--- src/rtl/mem_port_arbiter.sv ---
// rtl/mem_port_arbiter.sv - shares one single-ported memory between fetch and data requesters
module mem_port_arbiter #(
    parameter int STARVE_LIMIT = 4,
    parameter int TIMEOUT      = 64
) (
    input  logic        clk,
    input  logic        rst,
    input  logic        if_req,
    input  logic [31:0] if_addr,
    input  logic        if_kill,
    output logic        if_ready,
    output logic [31:0] if_rdata,
    input  logic        d_req,
    input  logic        d_we,
    input  logic [31:0] d_addr,
    input  logic [31:0] d_wdata,
    output logic        d_ready,
    output logic [31:0] d_rdata,
    output logic        mem_valid,
    output logic        mem_we,
    output logic [31:0] mem_addr,
    output logic [31:0] mem_wdata,
    input  logic [31:0] mem_rdata,
    input  logic        mem_ready,
    output logic        bus_err
);

    localparam int SW = $clog2(STARVE_LIMIT + 1);
    localparam int WW = (TIMEOUT > 1) ? $clog2(TIMEOUT) : 1;
    localparam logic [SW-1:0] STARVE_MAX = SW'(STARVE_LIMIT);
    localparam logic [SW-1:0] STARVE_ONE = SW'(1);
    localparam logic [WW-1:0] WD_LAST    = (TIMEOUT > 0) ? WW'(TIMEOUT - 1) : '0;
    localparam logic [WW-1:0] WD_ONE     = WW'(1);

    typedef enum logic [1:0] {IDLE, D_ACC, I_ACC, RESP} state_e;

    state_e        state_q, state_d;
    logic [SW-1:0] starve_q, starve_d;
    logic [WW-1:0] wd_q, wd_d;
    logic          drop_q, drop_d;
    logic          mem_valid_q, mem_valid_d;
    logic          mem_we_q, mem_we_d;
    logic [31:0]   mem_addr_q, mem_addr_d;
    logic [31:0]   mem_wdata_q, mem_wdata_d;
    logic          if_ready_q, if_ready_d;
    logic [31:0]   if_rdata_q, if_rdata_d;
    logic          d_ready_q, d_ready_d;
    logic [31:0]   d_rdata_q, d_rdata_d;
    logic          bus_err_q, bus_err_d;
    logic          fetch_ok, is_fetch, fetch_dead, wd_expired;

    always_comb begin
        state_d     = state_q;
        starve_d    = starve_q;
        wd_d        = wd_q;
        drop_d      = drop_q;
        mem_valid_d = mem_valid_q;
        mem_we_d    = mem_we_q;
        mem_addr_d  = mem_addr_q;
        mem_wdata_d = mem_wdata_q;
        if_ready_d  = 1'b0;
        if_rdata_d  = if_rdata_q;
        d_ready_d   = 1'b0;
        d_rdata_d   = d_rdata_q;
        bus_err_d   = 1'b0;
        fetch_ok    = if_req & ~if_kill;
        is_fetch    = (state_q == I_ACC);
        fetch_dead  = is_fetch & (drop_q | if_kill);
        wd_expired  = (TIMEOUT != 0) && (wd_q == WD_LAST);

        case (state_q)
            IDLE: begin
                drop_d = 1'b0;
                wd_d   = '0;
                if (!if_req) begin
                    starve_d = '0;
                end
                if (d_req && !(fetch_ok && starve_q == STARVE_MAX)) begin
                    state_d     = D_ACC;
                    mem_valid_d = 1'b1;
                    mem_we_d    = d_we;
                    mem_addr_d  = d_addr;
                    mem_wdata_d = d_wdata;
                    if (if_req && starve_q != STARVE_MAX) begin
                        starve_d = starve_q + STARVE_ONE;
                    end
                end else if (fetch_ok) begin
                    state_d     = I_ACC;
                    mem_valid_d = 1'b1;
                    mem_we_d    = 1'b0;
                    mem_addr_d  = if_addr;
                    mem_wdata_d = '0;
                    starve_d    = '0;
                end
            end
            D_ACC, I_ACC: begin
                if (is_fetch && if_kill) begin
                    drop_d = 1'b1;
                end
                if (mem_ready) begin
                    state_d     = RESP;
                    mem_valid_d = 1'b0;
                    if (is_fetch) begin
                        if (!fetch_dead) begin
                            if_ready_d = 1'b1;
                            if_rdata_d = mem_rdata;
                        end
                    end else begin
                        d_ready_d = 1'b1;
                        if (!mem_we_q) begin
                            d_rdata_d = mem_rdata;
                        end
                    end
                end else if (wd_expired) begin
                    // Timed-out access completes with an error; a flushed fetch stays silent.
                    state_d     = RESP;
                    mem_valid_d = 1'b0;
                    if (is_fetch) begin
                        if_ready_d = ~fetch_dead;
                        bus_err_d  = ~fetch_dead;
                    end else begin
                        d_ready_d = 1'b1;
                        bus_err_d = 1'b1;
                    end
                end else begin
                    wd_d = wd_q + WD_ONE;
                end
            end
            RESP: begin
                state_d = IDLE;
            end
            default: begin
                state_d = IDLE;
            end
        endcase
    end

    always_ff @(posedge clk) begin
        if (rst) begin
            state_q     <= IDLE;
            starve_q    <= '0;
            wd_q        <= '0;
            drop_q      <= 1'b0;
            mem_valid_q <= 1'b0;
            mem_we_q    <= 1'b0;
            mem_addr_q  <= '0;
            mem_wdata_q <= '0;
            if_ready_q  <= 1'b0;
            if_rdata_q  <= '0;
            d_ready_q   <= 1'b0;
            d_rdata_q   <= '0;
            bus_err_q   <= 1'b0;
        end else begin
            state_q     <= state_d;
            starve_q    <= starve_d;
            wd_q        <= wd_d;
            drop_q      <= drop_d;
            mem_valid_q <= mem_valid_d;
            mem_we_q    <= mem_we_d;
            mem_addr_q  <= mem_addr_d;
            mem_wdata_q <= mem_wdata_d;
            if_ready_q  <= if_ready_d;
            if_rdata_q  <= if_rdata_d;
            d_ready_q   <= d_ready_d;
            d_rdata_q   <= d_rdata_d;
            bus_err_q   <= bus_err_d;
        end
    end

    assign if_ready  = if_ready_q;
    assign if_rdata  = if_rdata_q;
    assign d_ready   = d_ready_q;
    assign d_rdata   = d_rdata_q;
    assign mem_valid = mem_valid_q;
    assign mem_we    = mem_we_q;
    assign mem_addr  = mem_addr_q;
    assign mem_wdata = mem_wdata_q;
    assign bus_err   = bus_err_q;

endmodule

--- config.mk ---
export PLATFORM = sky130hd
export DESIGN_NAME = mem_port_arbiter
export DESIGN_NICKNAME = d
export VERILOG_FILES = /design/src/rtl/mem_port_arbiter.sv
export SDC_FILE = /design/constraint.sdc
export NUM_CORES = 1
export LEC_CHECK = 0
export ABC_AREA = 1
export CORE_MARGIN = 3
export CORE_UTILIZATION = 42
export CTS_BUF_LIST = sky130_fd_sc_hd__clkbuf_8 sky130_fd_sc_hd__clkbuf_16
export DETAILED_ROUTE_END_ITERATION = 8
export GPL_TIMING_DRIVEN = 0
export HOLD_SLACK_MARGIN = 0.03
export PLACE_DENSITY_LB_ADDON = 0.1
export SYNTH_ARGS = -nofsm -noshare
export SYNTH_HDL_FRONTEND = slang
export SYNTH_SLANG_ARGS = --single-unit
--- constraint.sdc ---
create_clock -name clk -period 1.66 [get_ports clk]
set_input_delay 0.498 -clock clk [delete_from_list [all_inputs] [get_ports clk]]
set_output_delay 0.498 -clock clk [all_outputs]
set_load 0.02 [all_outputs]
### After elaboration in Yosys (flattened, before gate mapping)

Index checks and enable logic that the tools add are counted.

| word-level totals | value |
|---|---|
| register bits after elaboration | 145 |
| bits in latches | 0 |
| RAM bits | 0 |
| bits in read-only memories | 0 |
| input bits | 135 |
| output and inout port bits | 133 |
| logic and storage cells | 87 |
| memories kept | 0 |

| cells by class | value |
|---|---|
| add/sub/neg operators | 2 |
| multiply operators | 0 |
| divide/modulo/power cells | 0 |
| order comparisons | 0 |
| equal/unequal tests | 11 |
| shifts and indexed selects | 0 |
| multiplexer cells | 34 |
| bitwise logic cells | 9 |
| reductions and logical operators | 18 |

Operator list:

| cell | number |
|---|---|
| 2-to-1 mux 32 bit | 4 |
| 2-to-1 mux 1 bit | 16 |
| 2-to-1 mux 3 bit | 4 |
| 2-to-1 mux 6 bit | 2 |
| case mux 6 bit (2 select lines) | 1 |
| inequality test 3 bit, second input constant | 3 |
| 2-to-1 mux 2 bit | 4 |
| AND reduction 4 bit | 2 |
| adder 6 x 1 -> 6 bit, second input constant | 1 |
| equality test 6 bit, second input constant | 1 |
| inequality test 2 bit, second input constant | 3 |
| inverter 1 bit | 6 |
| case mux 2 bit (3 select lines) | 1 |
| AND reduction 2 bit | 3 |
| AND reduction 3 bit | 2 |
| equality test 2 bit, second input constant | 2 |
| logical AND 1 bit | 4 |
| case mux 1 bit (2 select lines) | 2 |
| nonzero test 2 bit | 2 |
| OR reduction 2 bit | 2 |
| OR reduction 4 bit | 1 |
| adder 3 x 1 -> 3 bit, second input constant | 1 |
| equality test 3 bit, second input constant | 1 |
| AND 1 bit | 2 |
| 4 further kinds | 4 |

### Logic depth before layout (Yosys ltp)

Gate-level depths: netlist (run 1).

| logic depth | value |
|---|---|
| word-level depth | 7 |
| mapped depth | 11 |
| mapped depth without buffers | 10 |

### Worst setup path after synthesis (run 1)

OpenSTA, ideal clock, no wires.

| timing | value |
|---|---|
| path kind | register to register |
| start point | reg state_q[0] |
| end point | reg d_rdata_q[10], in the netlist d_rdata[10] |
| setup time | 0.116 ns |
| arrival time | 1.394 ns |
| required time | 1.544 ns |
| path slack | 0.150 ns |
| stages on the path, launching flop included | 10 |
| path buffers | 1 |
| path through | dfxtp_1 -> inv_1 -> ha_1 -> nand2_1 -> clkinv_1 -> nand2_1 -> inv_1 -> buf_2 -> nor2_1 -> nor2_1 |

| on the way | value |
|---|---|
| word-level cells in the longest chain between the ends | 3 |

RTL lines:

| element | RTL line | RTL |
|---|---|---|
| from (decl) | 37 | `state_e state_q, state_d;` |
| from (signal assigned) | 154 | `state_q <= state_d;` |
| equality test 2 bit or equality test 2 x 1 -> 1 bit (tied branches) | 67, 71 |  |
| OR reduction 2 bit or inverter 1 bit (tied branches) | - |  |
| AND reduction 4 bit (no line) * | - |  |
| to (signal assigned) | 165 | `d_rdata_q <= d_rdata_d;` |
| to (decl) | 48 | `logic [31:0] d_rdata_q, d_rdata_d;` |

Every way passes the cells marked *; elsewhere a longest branch is shown, timed or not.
A chain may end at the register's enable or synchronous reset.

### Worst setup path in the final report (run 1)

| timing | value |
|---|---|
| start point | reg mem_addr_q[31], in the netlist mem_addr[31] |
| end point | out mem_addr[31] |

RTL lines:

| element | RTL line | RTL |
|---|---|---|
| from (decl) | 43 | `logic [31:0] mem_addr_q, mem_addr_d;` |
| from (signal assigned) | 160 | `mem_addr_q <= mem_addr_d;` |
| to (decl) | 21 | `output logic [31:0] mem_addr,` |

No word-level cell between the ends.

==> impl_metrics.toml, run 1 <==
[logic_synthesis]
yosysSeqAreaShare_pct = 48.20
synthesis.area_um2 = 6022
syn_avg_cell_area_um2 = 7.238
syn_inst = 832
ys_ff_latch = 145
synth_cell_types = 29
ys.warnings.count = 0
synth_nets = 972

[floorplan]
die_w_um = 125.7
dieHeight_um = 125.7
die-area_um2 = 15810
ioPinCount = 268
start_util_pct = 43.22
num_rows = 43
fp.coreArea_um2 = 13930

[placed_design]
post_dp_cell_area_um2 = 8910
dp_hpwl_um = 14490
portBuffers = 266
place_congestion = 0.8631
pre_cts_ws_ns = -0.6116

[clocking]
cts_tree = "built"
insertion_delay_ns = 0.42
clkSlewWorstSetupHoldPaths_ns = 0.06
cts_hold_buf = 0
numCtsBuffers = 17
cts.sinks = 145
clockBufferDepth = 2
htreeDepth = 4
clock-root-buffer = "clkbuf_16"

[global_routing]
grt_pass1_wl_um = 30990
grt_start_max_net_pins = 17
grt-ovfl-total = 0
first_global_vias = 6165
grtUsageTotal_pct = 24.11
antenna_found_initial = 0

[sta]
worstMarginPinSlew_ns = 0.5390
rsz0062_at_grt = "yes"
max_freq_mhz = 616.4
max_slew_margin_pct = 64.07
slew_viol_final = 0
fin_crit_ns = 1.622
tns_ns = 0
hold_viol = 0
fin_worst_skew_ns = 0.007015
hold_slack_ns = 0.4573
setup_violations = 0
post-route-period-util_pct = 97.72
timing.final.ws_setup_ns = 0.03779

[setup_path]
crit_type = "reg2out"
cp_max_fo = 2
r2r-start = "state_q[0]"
worstPathRequired_ns = 1.16
cp-end-kind = "output port"
cp-start-kind = "flop"
critical-path-slowest-cell = "dfxtp_1"
worstPathCellList = "dlygate4sd2_1"
critical-path-top-delay-family = "flip-flops"
r2r.worst_path.cells = 8
slowest_delay_ns = 0.36
worst-path-buf-inv = 1
r2r-end = "if_rdata[14]"
arrival_ns = 1.12
r2r_slack_ns = 0.09

[route]
drt_iter0_markers = 334
drt-wirelength-per-cell_um = 14.69
vias_per_cell = 4.838
totalWireLength_um = 19340
drt-pass1-iter-count = 4
drc = 0
num_vias = 6371
drtAntennaViolNets = 0

[min_path]
holdPathStages = 2
hold_path_end = "if_rdata[25]"
hold_path.class = "reg2reg"
hp-start = "if_rdata[25]"

[finish]
multi_input_area_um2 = 2659
syn_to_final_growth_pct = 58.97
final_util_pct = 68.70
seq_area_um2 = 2907
nFillCells = 1276
layout-drive-gt1-share_pct = 9.850
num_antenna_cells = 0
fin_nets = 1265
stdcell_area_um2 = 9573

[pwr]
powerDensity_nw_per_um2 = 1523
vdd_drop_max_uv = 711.2
p_leak_uw = 0.004494

[flow_run]
cap_viol_max_count = 0

[run_status]
status = "complete, no violations"
[how the worst max path moves through the flow]
stage                            start            to  slack [ns]  depth (start not counted)
after floorplan             state_q[0]   d_rdata[10]        0.15                          9
after global placement             rst   mem_addr[7]       -0.56                          4
after detailed placement           rst   mem_addr[1]       -0.61                          4
after CTS                       mem_we        mem_we       0.007                          1
after global routing        state_q[0]  if_rdata[31]       -0.05                          8
final                     mem_addr[31]  mem_addr[31]        0.04                          1
[Yosys cell counts]
master	count	area (µm²)
buf_4	6	45.04
nor2_1	137	514.2
nand3_2	1	10.01
o21ai_0	36	180.2
nand2_1	199	747.0
buf_2	16	80.08
dfxtp_1	145	2903
buf_6	6	67.56
a21oi_1	85	425.4
nand3_1	60	300.3
nor3b_1	1	7.510
nand4_1	25	156.4
o21bai_1	2	15.01
o31ai_1	1	7.510
nand3b_1	10	75.07
nor2_2	1	6.260
clkinv_1	1	3.750
a21oi_4	1	16.27
inv_2	4	15.01
o21bai_2	1	11.26
inv_1	55	206.5
buf_1	2	7.510
clkbuf_1	24	90.09
ha_1	5	62.56
or2_2	1	6.260
nor3_4	1	16.27
nand2_2	3	18.77
nor3_1	1	5.000
nand2_4	2	22.52
[placed cells by master, fill, tap and decap left out, drive strengths merged]
master,count
nand2,204
dfxtp,145
nor2,138
clkdlybuf4s50,131
dlygate4sd2,125
a21oi,86
nand3,61
inv,61
clkbuf,48
buf,37
o21ai,36
nand4,25
nand3b,10
clkdlybuf4s15,5
clkinv,5
ha,5
bufinv,4
o21bai,3
dlymetal6s2s,2
nor3,2
or2,1
nor3b,1
o31ai,1
clkinvlp,1
[cell families after synthesis]
logic type	Yosys count	synth area share, %
DFF	145	48.20
adders and majority gates	5	1.039
AOI/OAI and AO/OA	126	10.89
buffers and inverters	114	8.560
and+or+nand+nor	442	31.31
[power breakdown]
part	internal (µW)	leakage (µW)	total (µW)	switching (µW)
clock	2620	0.000314	4090	1480
combinational	2320	0.00299	5960	3650
sequential	4180	0.00119	4530	343
[layout make-up]
| cell class | count | area share, % |
|---|---|---|
| clock inverter | 11 | 1.699 |
| timing repair buffer | 274 | 26.62 |
| multi-input combinational | 573 | 27.77 |
| sequential | 145 | 30.36 |
| tap | 180 | 2.353 |
| clock buffer | 20 | 4.875 |
| inverter | 60 | 2.431 |
| buffer | 54 | 3.882 |
[registers in the layout (all words and copies together) (netlist names)]
signal and cells:
d_rdata 32, if_rdata 32, mem_addr 32, mem_wdata 32, wd_q 6, starve_q 3
state_q 2, bus_err 1, d_ready 1, drop_q 1, if_ready 1, mem_valid 1
mem_we 1
[repair_timing]
action                                  CTS  global route
resized for setup                       157            69
endpoints found under the setup margin  263           140
gates cloned                              0             3
setup buffers                             0             5
hold endpoints to repair                  0             0
pin swaps                                 0             5
[per-stage QoR]
step / total power [µW] / cells
floorplan: 8198 / 832
global placement: 10590 / 1278
detailed placement: 10640 / 1278
CTS: 14340 / 1309
global route: 15490 / 1317
finish: 14580 / 1317
[layer usage]
metal	global-route usage [%]	wire [µm]
met2	41.25	9339
met3	8.227	1655
met5	0	0
met4	8.328	421
met1	28.29	7925
Power figures use the tool's default switching activity.
==> run 2, diff against run 1 <==
SKIP_LAST_GASP = 1   (was unset)
==> impl_metrics.toml, run 2 (synthesis results as in run 1) <==
[clocking]
clockBufferDepth = 2
numCtsBuffers = 17
cts_hold_buf = 0
cts.sinks = 145
cts_tree = "built"
insertion_delay_ns = 0.41
htreeDepth = 4
clock-root-buffer = "clkbuf_16"
clkSlewWorstSetupHoldPaths_ns = 0.06

[setup_path]
critical-path-slowest-cell = "dfxtp_1"
critical-path-top-delay-family = "flip-flops"
cp_max_fo = 2
cp-end-kind = "output port"
slowest_delay_ns = 0.36
worstPathCellList = "dlygate4sd2_1"
crit_type = "reg2out"
arrival_ns = 1.13
cp-start-kind = "flop"
worst-path-buf-inv = 1
r2r.worst_path.cells = 8
path_depth = 1
worstPathRequired_ns = 1.16

[floorplan]
dieHeight_um = 125.7
die-area_um2 = 15810
die_w_um = 125.7
fp.coreArea_um2 = 13930
start_util_pct = 43.22
num_rows = 43
ioPinCount = 268

[global_routing]
antenna_found_initial = 0
grtUsageTotal_pct = 24.11
grt-ovfl-total = 0
grt_pass1_wl_um = 30990
grt_start_max_net_pins = 17
first_global_vias = 6165

[finish]
stdcell_area_um2 = 9575
layout-drive-gt1-share_pct = 9.666
final_cell_mix = "nand2_1 (196), dfxtp_1 (142), nor2_1 (137)"
final_util_pct = 68.72
syn_to_final_growth_pct = 59.01
layout_commonest_cell = "nand2_1"
fin_nets = 1266
num_antenna_cells = 0
stdcell_count = 1318

[placed_design]
placed_cells = 1278
post_dp_cell_area_um2 = 8910
place_congestion = 0.8631
portBuffers = 266
dp_hpwl_um = 14490

[route]
drt-pass1-iter-count = 5
drc = 0
vias_per_cell = 4.855
highest_layer = "met4"
drt_iter0_markers = 361
wl_met3_um = 1650
dr_wl_met2_um = 9388
drtAntennaViolNets = 0
totalWireLength_um = 19460
num_vias = 6399
drt-wirelength-per-cell_um = 14.76
drt-met1-wl_um = 7992

[sta]
fin_worst_skew_ns = 0.006760
fin_crit_ns = 1.623
max_slew_margin_pct = 66.25
post-route-period-util_pct = 97.78
hold_viol = 0
slew_viol_final = 0
max_freq_mhz = 616.1
rsz0062_at_grt = "yes"
worstMarginPinSlew_ns = 0.5063
setup_violations = 0

[min_path]
holdPathStages = 2
hold_path.class = "reg2reg"

[run_status]
status = "complete, no violations"

[pwr]
powerDensity_nw_per_um2 = 1528
p_leak_uw = 0.004497
vdd_drop_max_uv = 710.2

[flow_run]
cap_viol_max_count = 0
## run 2: cell count changes in the layout (fill, tap and decap cells not counted), sizes merged
cell / delta
clkbuf: +3
buf: -2
clkinvlp: +1
inv: -1
## run 2: worst paths after layout
check / start / to / slack [ns]
setup reg to reg: state_q[0] / if_rdata[14] / 0.05
setup / recovery: mem_addr[31] / mem_addr[31] / 0.04
hold / removal: if_rdata[31] / if_rdata[31] / 0.46
hold reg to reg: if_rdata[31] / if_rdata[31] / 0.46
## run 2: power by group
group / leakage, µW / total (µW) / switching (µW) / internal, µW
clock: 0.000314 / 4080 / 1470 / 2620
sequential: 0.00119 / 4530 / 341 / 4180
combinational: 0.00300 / 6020 / 3660 / 2360
## run 2: repair_timing
item / CTS / global route
setup endpoints to repair: 263 / 140
pin swaps: 0 / 5
hold endpoints to repair: 0 / 0
resized for setup: 155 / 57
setup buffers: 0 / 7
gates cloned: 0 / 3
## run 2: metal layers
layer  track usage, %  up-vias
met5                0        -
met4            8.328        0
met3            8.227       26
met2            41.25      219
met1            28.29     2891
li1                 -     3263
## run 2: area by class of cell
class | instances | area, µm²
well taps | 180 | 225.2
fillers | 1279 | 4359
clock inverters | 11 | 162.7
repair buffers | 276 | 2571
flip-flops and latches | 145 | 2907
clock buffers | 20 | 466.7
plain buffers | 53 | 352.8
inverters | 60 | 236.5
multi-input cells | 573 | 2654
## run 2: stage by stage
step	setup slack [ns]	TNS (ns)	power, µW	hold slack [ns]
floorplan	0.1503	0	8198	0.4436
global placement	-0.5555	-64.07	10590	0.4481
detailed placement	-0.6116	-69.33	10640	0.4536
CTS	-0.01927	-0.02255	14330	0.4598
global route	-0.01924	-0.1731	15540	0.4733
finish	0.03679	0	14630	0.4568
==> run 3, diff against run 2 <==
REMOVE_ABC_BUFFERS = 1   (was unset)
SLEW_MARGIN = 20   (was unset)
==> impl_metrics.toml, run 3 (synthesis results as in run 1) <==
[sta]
hold_viol = 0
slew_viol_final = 0
max_slew_margin_pct = 71.96
fin_worst_skew_ns = 0.007852
fin_crit_ns = 1.631
rsz0062_at_grt = "yes"
max_freq_mhz = 613.1
worstMarginPinSlew_ns = 0.4203
setup_violations = 0
hold_slack_ns = 0.4163
post-route-period-util_pct = 98.25

[finish]
layout_commonest_cell = "nand2_1"
fin_nets = 1243
num_antenna_cells = 0
final_cell_mix = "nand2_1 (194), dfxtp_1 (142), nor2_1 (133)"
layout-drive-gt1-share_pct = 9.767
syn_to_final_growth_pct = 62.23
stdcell_count = 1296
final_util_pct = 70.11

[pwr]
p_clk_share_pct = 24.7
sw_frac_of_total_pct = 40.44
p_comb_share_pct = 45.8
vdd_drop_max_uv = 854.0
p_leak_uw = 0.004498
power.internal_uw = 9144
power_uw = 15350
switchingPower_uw = 6209
pwr-share-seq_pct = 29.5
powerDensity_nw_per_um2 = 1571

[placed_design]
placed_cells = 1227
place_congestion = 0.8050
dp_hpwl_um = 12770
portBuffers = 267

[min_path]
holdPathStages = 2
hold_path.class = "in2reg"
hold_path_end = "mem_addr[13]"
hp-start = "rst"

[floorplan]
num_rows = 43
die-area_um2 = 15810
fp.coreArea_um2 = 13930
die_w_um = 125.7
ioPinCount = 268
dieHeight_um = 125.7
start_util_pct = 43.22

[setup_path]
slowest_delay_ns = 0.37
r2r.worst_path.cells = 9
worstPathCellList = "dlygate4sd2_1"
crit_type = "reg2out"
r2r-start = "state_q[1]"
worstPathRequired_ns = 1.16
worst-path-buf-inv = 1
r2r-end = "d_rdata[9]"
cp_max_fo = 2
critical-path-top-delay-family = "flip-flops"
r2r_slack_ns = 0.05
cp-start-kind = "flop"
cp-end-kind = "output port"
arrival_ns = 1.13
critical-path-slowest-cell = "dfxtp_1"

[global_routing]
grt_pass1_wl_um = 32640
grtUsageTotal_pct = 25.76
first_global_vias = 6230
grt_start_max_net_pins = 71
antenna_found_initial = 0
grt-ovfl-total = 0

[flow_run]
cap_viol_max_count = 0

[route]
drc = 0
drt-wirelength-per-cell_um = 16.89
vias_per_cell = 5.026
drt_iter0_markers = 392
totalWireLength_um = 21890
num_vias = 6514
drt-pass1-iter-count = 5
drtAntennaViolNets = 0

[clocking]
cts.sinks = 145
insertion_delay_ns = 0.41
clkSlewWorstSetupHoldPaths_ns = 0.06
clockBufferDepth = 2
cts_tree = "built"
numCtsBuffers = 17
htreeDepth = 4
cts_hold_buf = 0
clock-root-buffer = "clkbuf_16"

[run_status]
status = "complete, no violations"
[run 3: cell count changes in the layout (fill, tap and decap cells not counted), moves of 6 or more]
cell and delta:
clkbuf_2 -16, clkbuf_1 -10, nand2_8 +9, buf_12 +8, buf_6 -7, inv_6 +6
o21ai_0 +6, o21ai_1 -6
[run 3: cell type report]
| class | count | area (µm²) |
|---|---|---|
| timing repair inverter | 6 | 48.80 |
| inverter | 60 | 259.0 |
| sequential | 145 | 2907 |
| clock buffer | 19 | 452.9 |
| multi-input combinational | 579 | 2867 |
| timing repair buffer | 294 | 2877 |
| fill | 1240 | 4165 |
| clock inverter | 13 | 133.9 |
| tap | 180 | 225.2 |
[run 3: worst max-delay path by stage]
stage,startpoint,end,slack (ns),depth (start not counted)
after floorplan,state_q[0],d_rdata[0],-1.02,8
after global placement,rst,wd_q[5],-4.98,6
after detailed placement,mem_ready,d_rdata[15],-2.71,7
after CTS,state_q[0],d_rdata[8],-0.27,9
after global routing,wd_q[0],state_q[0],-0.08,7
final,d_rdata[0],d_rdata[0],0.03,1
[run 3: routing by layer]
metal | vias up | track usage (%) | wire length (µm)
li1 | 3222 | - | -
met1 | 2990 | 29.97 | 8413
met2 | 260 | 43.83 | 10810
met3 | 42 | 9.372 | 2029
met4 | 0 | 9.211 | 639
met5 | - | 0 | 0
[run 3: per-stage QoR]
stage	TNS, ns	setup slack, ns	instance area [µm²]
5_1_grt	-0.7719	-0.08290	9769
6_report	0	0.02899	9769
2_1_floorplan	-77.35	-1.020	5732
3_5_place_dp	-200.47	-2.707	8675
3_3_place_gp	-446.96	-4.979	8630
4_1_cts	-11.24	-0.2650	9437
[run 3: power by group through the flow]
stage	clock network [µW]	logic (µW)	registers, µW
2_1_floorplan	0	2420	5370
3_3_place_gp	0	5700	4570
3_5_place_dp	0	5760	4590
4_1_cts	3860	6130	4500
5_1_grt	4010	7580	4620
6_report	3790	7030	4530
[run 3: what timing repair did]
item	CTS	global route
pin swaps	3	8
setup buffers	14	10
resized for setup	159	44
cloned	8	5
endpoints found under the setup margin	275	141
[run 3: worst register-to-register path, cell delays in order (launching register included)]
cell and delay (ns):
dfxtp_2 0.37, inv_2 0.06, ha_4 0.27, nand2_8 0.10, inv_16 0.05, nand2_8 0.11, clkinvlp_4 0.18, clkbuf_16 0.21
nor2_1 0.11, nor2_1 0.06
